[src/rtl/decryption_controller_if.sv]
// Bus bundle for decryption_controller: the request side (IV, key, nonce,
// AD, ciphertext, received tag, start) and the result side (state, plaintext,
// tag verdict, ready pulse, busy).
interface decryption_controller_if;
    logic [63:0]  IV;
    logic [127:0] key;
    logic [127:0] nonce;
    logic [255:0] associated_data;
    logic [255:0] cipher_text;
    logic [127:0] tag;
    logic         decryption_start;
    logic [319:0] S;
    logic [255:0] plain_text;
    logic         tag_valid;
    logic         decryption_ready;
    logic         busy;

    modport master (
        output IV, key, nonce, associated_data, cipher_text, tag, decryption_start,
        input  S, plain_text, tag_valid, decryption_ready, busy
    );

    modport slave (
        input  IV, key, nonce, associated_data, cipher_text, tag, decryption_start,
        output S, plain_text, tag_valid, decryption_ready, busy
    );
endinterface

[src/rtl/decryption_controller.sv]
// Ascon-128 authenticated decryption engine with an internal one-round-per-clock
// permutation. Phase-boundary XORs are folded into the round update so phases
// run back to back. Optional macro DEC_RELEASE_GATE_EN: when defined, plaintext
// is only released once the recomputed tag has matched.
module decryption_controller #(
    parameter int unsigned PA_ROUNDS = 12,
    parameter int unsigned PB_ROUNDS = 6
) (
    input logic clk,
    input logic rst,
    decryption_controller_if.slave bus
);

    localparam logic [3:0]  PA_FIRST = 4'(12 - PA_ROUNDS);
    localparam logic [3:0]  PB_FIRST = 4'(12 - PB_ROUNDS);
    localparam logic [3:0]  LAST_RND = 4'd11;
    localparam logic [63:0] PAD      = 64'h8000_0000_0000_0000;

    typedef enum logic [2:0] {IDLE, INIT, AD, CT, FINAL, CHECK, DONE} state_t;

    state_t           state_q, state_d;
    logic [319:0]     s_q, s_d;
    logic [3:0][63:0] plain_q, plain_d;
    logic             tag_valid_q, tag_valid_d;
    logic [127:0]     key_q, key_d;
    logic [127:0]     tag_q, tag_d;
    logic [3:0][63:0] ct_q, ct_d;
    logic [3:0][63:0] ad_q, ad_d;
    logic [3:0]       rnd_q, rnd_d;
    logic [2:0]       blk_q, blk_d;

    logic [319:0]     round_in;
    logic [319:0]     round_out;
    logic [63:0]      ad_word;
    logic [63:0]      ct_word;

    function automatic logic [63:0] ror(input logic [63:0] x, input int unsigned n);
        return (x >> n) | (x << (64 - n));
    endfunction

    function automatic logic [319:0] ascon_round(input logic [319:0] s, input logic [3:0] i);
        logic [63:0] x0, x1, x2, x3, x4, t0, t1, t2, t3, t4;
        x0 = s[319:256]; x1 = s[255:192]; x2 = s[191:128]; x3 = s[127:64]; x4 = s[63:0];
        x2 = x2 ^ {56'h0, ~i, i};
        x0 = x0 ^ x4; x4 = x4 ^ x3; x2 = x2 ^ x1;
        t0 = ~x0 & x1; t1 = ~x1 & x2; t2 = ~x2 & x3; t3 = ~x3 & x4; t4 = ~x4 & x0;
        x0 = x0 ^ t1; x1 = x1 ^ t2; x2 = x2 ^ t3; x3 = x3 ^ t4; x4 = x4 ^ t0;
        x1 = x1 ^ x0; x0 = x0 ^ x4; x3 = x3 ^ x2; x2 = ~x2;
        x0 = x0 ^ ror(x0, 19) ^ ror(x0, 28);
        x1 = x1 ^ ror(x1, 61) ^ ror(x1, 39);
        x2 = x2 ^ ror(x2, 1)  ^ ror(x2, 6);
        x3 = x3 ^ ror(x3, 10) ^ ror(x3, 17);
        x4 = x4 ^ ror(x4, 7)  ^ ror(x4, 41);
        return {x0, x1, x2, x3, x4};
    endfunction

    // Block 0 sits in the top word, so word index is 3 - block number.
    assign ad_word = (blk_q == 3'd4) ? PAD : ad_q[2'd3 - blk_q[1:0]];
    assign ct_word = ct_q[2'd3 - blk_q[1:0]];

    // Apply the block-entry XORs ahead of the first round of each block.
    always_comb begin
        round_in = s_q;
        case (state_q)
            AD: if (rnd_q == PB_FIRST) round_in[319:256] = s_q[319:256] ^ ad_word;
            CT: if (rnd_q == PB_FIRST) round_in[319:256] = ct_word;
            FINAL: if (rnd_q == PA_FIRST) begin
                round_in[319:256] = s_q[319:256] ^ PAD;
                round_in[255:128] = s_q[255:128] ^ key_q;
            end
            default: ;
        endcase
    end

    assign round_out = ascon_round(round_in, rnd_q);

    // Phase sequencing, round/block counters and post-round XORs.
    always_comb begin
        state_d     = state_q;
        s_d         = s_q;
        plain_d     = plain_q;
        tag_valid_d = tag_valid_q;
        key_d       = key_q;
        tag_d       = tag_q;
        ct_d        = ct_q;
        ad_d        = ad_q;
        rnd_d       = rnd_q;
        blk_d       = blk_q;
        case (state_q)
            IDLE: if (bus.decryption_start) begin
                key_d       = bus.key;
                tag_d       = bus.tag;
                ct_d        = bus.cipher_text;
                ad_d        = bus.associated_data;
                s_d         = {bus.IV, bus.key, bus.nonce};
                plain_d     = '0;
                tag_valid_d = 1'b0;
                rnd_d       = PA_FIRST;
                blk_d       = '0;
                state_d     = INIT;
            end
            INIT: begin
                s_d   = round_out;
                rnd_d = rnd_q + 4'd1;
                if (rnd_q == LAST_RND) begin
                    s_d[127:0] = round_out[127:0] ^ key_q;
                    rnd_d      = PB_FIRST;
                    blk_d      = '0;
                    state_d    = AD;
                end
            end
            AD: begin
                s_d   = round_out;
                rnd_d = rnd_q + 4'd1;
                if (rnd_q == LAST_RND) begin
                    rnd_d = PB_FIRST;
                    blk_d = blk_q + 3'd1;
                    if (blk_q == 3'd4) begin
                        s_d[0]  = ~round_out[0];
                        blk_d   = '0;
                        state_d = CT;
                    end
                end
            end
            CT: begin
                if (rnd_q == PB_FIRST) plain_d[2'd3 - blk_q[1:0]] = s_q[319:256] ^ ct_word;
                s_d   = round_out;
                rnd_d = rnd_q + 4'd1;
                if (rnd_q == LAST_RND) begin
                    rnd_d = PB_FIRST;
                    blk_d = blk_q + 3'd1;
                    if (blk_q == 3'd3) begin
                        rnd_d   = PA_FIRST;
                        blk_d   = '0;
                        state_d = FINAL;
                    end
                end
            end
            FINAL: begin
                s_d   = round_out;
                rnd_d = rnd_q + 4'd1;
                if (rnd_q == LAST_RND) state_d = CHECK;
            end
            CHECK: begin
                tag_valid_d = ((s_q[127:0] ^ key_q) == tag_q);
                state_d     = DONE;
            end
            DONE:    state_d = IDLE;
            default: state_d = IDLE;
        endcase
    end

    // State register with synchronous reset clearing every flop.
    always_ff @(posedge clk) begin
        if (rst) begin
            state_q     <= IDLE;
            s_q         <= '0;
            plain_q     <= '0;
            tag_valid_q <= 1'b0;
            key_q       <= '0;
            tag_q       <= '0;
            ct_q        <= '0;
            ad_q        <= '0;
            rnd_q       <= '0;
            blk_q       <= '0;
        end else begin
            state_q     <= state_d;
            s_q         <= s_d;
            plain_q     <= plain_d;
            tag_valid_q <= tag_valid_d;
            key_q       <= key_d;
            tag_q       <= tag_d;
            ct_q        <= ct_d;
            ad_q        <= ad_d;
            rnd_q       <= rnd_d;
            blk_q       <= blk_d;
        end
    end

    assign bus.S                = s_q;
    assign bus.tag_valid        = tag_valid_q;
    assign bus.decryption_ready = (state_q == DONE);
    assign bus.busy             = (state_q != IDLE) && (state_q != DONE);
`ifdef DEC_RELEASE_GATE_EN
    assign bus.plain_text = tag_valid_q ? plain_q : '0;
`else
    assign bus.plain_text = plain_q;
`endif

endmodule
[src/flat_wrapper.sv]
// flat-port wrapper written by rule: the top's interface ports become plain ports
module decryption_controller_flat 
#(
    parameter int unsigned PA_ROUNDS = 12,
    parameter int unsigned PB_ROUNDS = 6
)
  (clk, rst, bus_IV, bus_key, bus_nonce, bus_associated_data, bus_cipher_text, bus_tag, bus_decryption_start, bus_S, bus_plain_text, bus_tag_valid, bus_decryption_ready, bus_busy);
  decryption_controller_if bus_i ();
  input logic clk;
  input logic rst;
  input wire logic [$bits(bus_i.IV)-1:0] bus_IV;
  input wire logic [$bits(bus_i.key)-1:0] bus_key;
  input wire logic [$bits(bus_i.nonce)-1:0] bus_nonce;
  input wire logic [$bits(bus_i.associated_data)-1:0] bus_associated_data;
  input wire logic [$bits(bus_i.cipher_text)-1:0] bus_cipher_text;
  input wire logic [$bits(bus_i.tag)-1:0] bus_tag;
  input wire logic [$bits(bus_i.decryption_start)-1:0] bus_decryption_start;
  output wire logic [$bits(bus_i.S)-1:0] bus_S;
  output wire logic [$bits(bus_i.plain_text)-1:0] bus_plain_text;
  output wire logic [$bits(bus_i.tag_valid)-1:0] bus_tag_valid;
  output wire logic [$bits(bus_i.decryption_ready)-1:0] bus_decryption_ready;
  output wire logic [$bits(bus_i.busy)-1:0] bus_busy;
  assign bus_i.IV = bus_IV;
  assign bus_i.key = bus_key;
  assign bus_i.nonce = bus_nonce;
  assign bus_i.associated_data = bus_associated_data;
  assign bus_i.cipher_text = bus_cipher_text;
  assign bus_i.tag = bus_tag;
  assign bus_i.decryption_start = bus_decryption_start;
  assign bus_S = bus_i.S;
  assign bus_plain_text = bus_i.plain_text;
  assign bus_tag_valid = bus_i.tag_valid;
  assign bus_decryption_ready = bus_i.decryption_ready;
  assign bus_busy = bus_i.busy;
  decryption_controller #(.PA_ROUNDS(PA_ROUNDS), .PB_ROUNDS(PB_ROUNDS)) u_core (.clk(clk), .rst(rst), .bus(bus_i));
endmodule
[config.mk]
export PLATFORM = sky130hd
export DESIGN_NAME = decryption_controller_flat
export DESIGN_NICKNAME = d
export VERILOG_FILES = /design/src/rtl/decryption_controller_if.sv /design/src/rtl/decryption_controller.sv /design/src/flat_wrapper.sv
export SDC_FILE = /design/constraint.sdc
export NUM_CORES = 2
export LEC_CHECK = 0
export CAP_MARGIN = 20
export CORE_AREA = 2 2 600 602
export CTS_BUF_LIST = sky130_fd_sc_hd__clkbuf_16
export CTS_CLUSTER_DIAMETER = 30
export DETAILED_ROUTE_END_ITERATION = 6
export DIE_AREA = 0 0 602 604
export PLACE_DENSITY = 0.38
export SYNTH_ARGS = -nofsm -noshare
export SYNTH_HDL_FRONTEND = slang
export SYNTH_SLANG_ARGS = --single-unit
[constraint.sdc]
create_clock -name clk -period 10.8 [get_ports clk]
set_clock_uncertainty 0.05 [all_clocks]
set_input_delay 2.16 -clock clk [delete_from_list [all_inputs] [get_ports clk]]
set_output_delay 2.16 -clock clk [all_outputs]
set_load 0.02 [all_outputs]
==> results.py <==
metrics = {
    "run_status": {
        "status": "complete, but fails checks",
        "violations": "DRC, slew limit",
    },
    "clock_network": {
        "post_cts_buffers": 0,
        "cts_hold_buf": 0,
        "cts_made_buffers": 456,
        "h-tree-depth": 5,
        "cts_tree": "yes",
        "cts_sinks": 1355,
        "ctsLongestPathBuffers": 4,
        "root_buffer": "clkbuf_16",
        "clkTransAtPathRegs_ns": 0.04,
        "post_cts_resized": 0,
        "clock_latency_ns": 1.00,
    },
    "synth": {
        "synth_top_family_by_area": "XOR/XNOR gates",
        "synthCells": 9372,
        "yosys.cell_types.count": 66,
        "yosys_most_used_dff": "dfxtp_1",
        "ys_ff_latch": 1355,
        "yosysMostFrequentCell": "nand2_1",
        "synth-edff-count": 0,
        "yosysTopAreaCellShare_pct": 35.7,
        "synthAdderAreaFrac_pct": 3.10,
        "synthMuxAreaShare_pct": 5.24,
        "yosys.area_share.simple_pct": 16.8,
        "avgSynthCellArea_um2": 8.12,
        "netlist.top_cell.by_area": "dfxtp_1",
        "synth_common_cells": "nand2_1 (2033), dfxtp_1 (1355), xnor2_1 (1251), a21oi_1 (934), nor2_1 (840)",
        "yosys_warnings": 0,
        "syn_area_mm2": 0.0761,
        "synth_compound_area_share_pct": 15.4,
        "ys_top_cells_by_area": "dfxtp_1 (36%), xnor2_1 (14%), nand2_1 (10%), a21oi_1 (6.1%), xor2_1 (4.3%)",
        "ys_seq_area_share_pct": 35.7,
        "syn-num-nets": 10472,
        "synthXorXnorAreaFrac_pct": 19.8,
        "async_reset_ff_share_pct": 0,
    },
    "route": {
        "viasPerCell": 5.06,
        "ant_nets": 0,
        "route.detailed.drc": 13,
        "post_drt_wl_per_cell_um": 36.9,
        "firstDrtPassIters": 7,
        "routed_wl_mm": 598,
        "first_iter_violations": 9833,
        "vias": 81950,
    },
    "die": {
        "start_util_pct": 21.3,
        "core_mm2": 0.358,
        "die_y_um": 604,
        "rows": 220,
        "fp.dieArea_mm2": 0.364,
        "fp.dieW_um": 602,
        "ios": 1542,
    },
    "sta": {
        "rsz0062_at_grt": "no",
        "period_share_pct": 59.6,
        "worst_pin_slew_ns": 1.51,
        "setup_viol": 0,
        "finalHoldViolations": 0,
        "fmax_mhz": 155,
        "hold_slack_ns": 0.397,
        "slew_headroom_pct": -0.670,
        "final-max-slew-violation-count": 22,
        "setup_tns_ns": 0,
        "fin_crit_ns": 6.43,
        "setup_ws_ns": 4.37,
    },
    "pwr": {
        "powerDensity_mw_per_mm2": 473,
        "power_leakage_nw": 40.9,
        "vdd_drop_max_uv": 352,
        "p_total_mw": 53.1,
    },
    "critical_path": {
        "crit_fanout": 47,
        "crit_required_ns": 11.60,
        "r2r_cells": 14,
        "rrSetupSlack_ns": 4.37,
        "worstReg2RegEnd": "u_core.bus.S[16]$_SDFFE_PP0P_",
        "r2r-start": "u_core.blk_q[1]$_SDFFE_PP0P_",
        "crit_path_start_kind": "flop",
        "crit_path_end_kind": "flop",
        "arrival_ns": 7.23,
        "worstSetupPathType": "flop to flop",
    },
    "layout": {
        "seqCellArea_mm2": 0.0271,
        "syn2layout_area_growth_pct": 47.7,
        "multi_input_area_mm2": 0.0462,
        "final_cells": 16198,
        "layout.nets": 12052,
        "fill_cells": 37797,
        "drive_gt1_share_pct": 9.92,
    },
    "global_routing": {
        "antenna_found_initial": 230,
        "grt_max_degree": 214,
        "grt_pass1_vias": 78779,
        "grt_pass1_wl_mm": 767,
        "track_usage_pct": 31.5,
        "grt_overflow": 0,
    },
    "placed_design": {
        "dp_cells": 15260,
        "gp_congestion": 1.02,
        "pre_cts_ws_ns": 4.36,
        "portBuffers": 1541,
        "dp_hpwl_mm": 478,
    },
    "worst_hold_path": {
        "hp-class": "flop to flop",
        "hold_depth": 2,
        "holdPathEnd": "u_core.ad_q[7]$_SDFFE_PP0P_",
        "hold_start": "u_core.ad_q[7]$_SDFFE_PP0P_",
    },
    "run": {
        "drv_cap": 0,
    },
}
stage by stage:
step,area [um2],util [%]
6_report,112000,31.4
3_3_place_gp,97100,27.2
4_1_cts,112000,31.4
3_5_place_dp,97300,27.2
2_1_floorplan,76100,-
5_1_grt,112000,31.4
state kept, by name (all words and copies together) (netlist names):
register,count
u_core.bus.S,320
u_core.ad_q,256
u_core.bus.plain_text,256
u_core.ct_q,256
u_core.key_q,128
u_core.tag_q,128
u_core.rnd_q,4
u_core.blk_q,3
u_core.state_q,3
u_core.bus.tag_valid,1
cells in the final DEF, fill, tap and decap left out, drive strengths merged, types with 18 or more instances in the layout:
master / count
nand2: 2034
clkdlybuf4s50: 1540
dfxtp: 1355
xnor2: 1260
a21oi: 934
nor2: 840
clkbuf: 461
xor2: 380
a31oi: 297
buf: 279
clkinv: 221
o21ai: 189
inv: 175
ha: 137
mux4: 128
nand3: 106
a2111oi: 94
diode: 89
a211oi: 70
mux2i: 69
maj3: 64
a222oi: 62
nor2b: 50
bufinv: 48
a21o: 47
nor4: 46
o22a: 45
o211ai: 43
a221oi: 42
or3: 38
mux2: 37
nor3: 32
o22ai: 25
nand2b: 22
nand4: 19
a221o: 19
clkinvlp: 18
critical path: stages (launching register included):
cell	delay, ns
dfxtp_4	0.40
buf_4	0.54
buf_4	0.78
mux4_2	0.65
nand3_1	0.15
xnor2_1	0.18
a222oi_1	0.94
buf_4	0.29
mux2i_1	0.21
xor2_1	0.20
buf_4	0.26
xnor2_1	0.11
xnor2_1	0.94
mux2_1	0.40
a21oi_1	0.14
worst max-delay path by stage:
stage | from | to | slack, ns | cells past startpoint
after floorplan | u_core.blk_q[1]$_SDFFE_PP0P_ | u_core.bus.S[10]$_SDFFE_PP0P_ | 5.88 | 19
after global placement | bus_decryption_start | u_core.bus.S[236]$_SDFFE_PP0P_ | 4.41 | 7
after detailed placement | bus_decryption_start | u_core.bus.S[176]$_SDFFE_PP0P_ | 4.36 | 7
after CTS | u_core.blk_q[1]$_SDFFE_PP0P_ | u_core.bus.S[266]$_SDFFE_PP0P_ | 4.44 | 13
after global routing | u_core.blk_q[1]$_SDFFE_PP0P_ | u_core.bus.S[266]$_SDFFE_PP0P_ | 4.36 | 13
final | u_core.blk_q[1]$_SDFFE_PP0P_ | u_core.bus.S[16]$_SDFFE_PP0P_ | 4.37 | 14
routing by layer:
layer / global-route usage [%] / part of all wire, % / vias up
met4: 22.6 / 7.9 / 100
met1: 39.2 / 41 / 40623
met3: 7.43 / 8.2 / 1323
li1: - / - / 35201
met5: 0 / 0.11 / -
met2: 47.7 / 43 / 4703
area by class of cell:
cell class | instances | area share, %
Multi-Input combinational cell | 7239 | 41.1
Antenna cell | 89 | 0.198
Inverter | 79 | 0.264
Clock inverter | 383 | 2.96
Tap cell | 4773 | 5.31
Timing Repair Buffer | 1821 | 15.8
Clock buffer | 459 | 10.2
Sequential cell | 1355 | 24.1
logic make-up after synthesis:
family | Yosys count
buf+inv | 778
simple gates | 3222
mux | 234
fa+ha+maj | 201
flops | 1355
compound gates | 1917
xor+xnor | 1665
power breakdown:
| group | internal, mW | switching [mW] |
|---|---|---|
| Combinational | 11.8 | 21.2 |
| Sequential | 5.73 | 1.64 |
| Clock | 8.70 | 4.02 |
| Total | 26.3 | 26.9 |
Note: power is estimated with default switching activity, not from simulation.
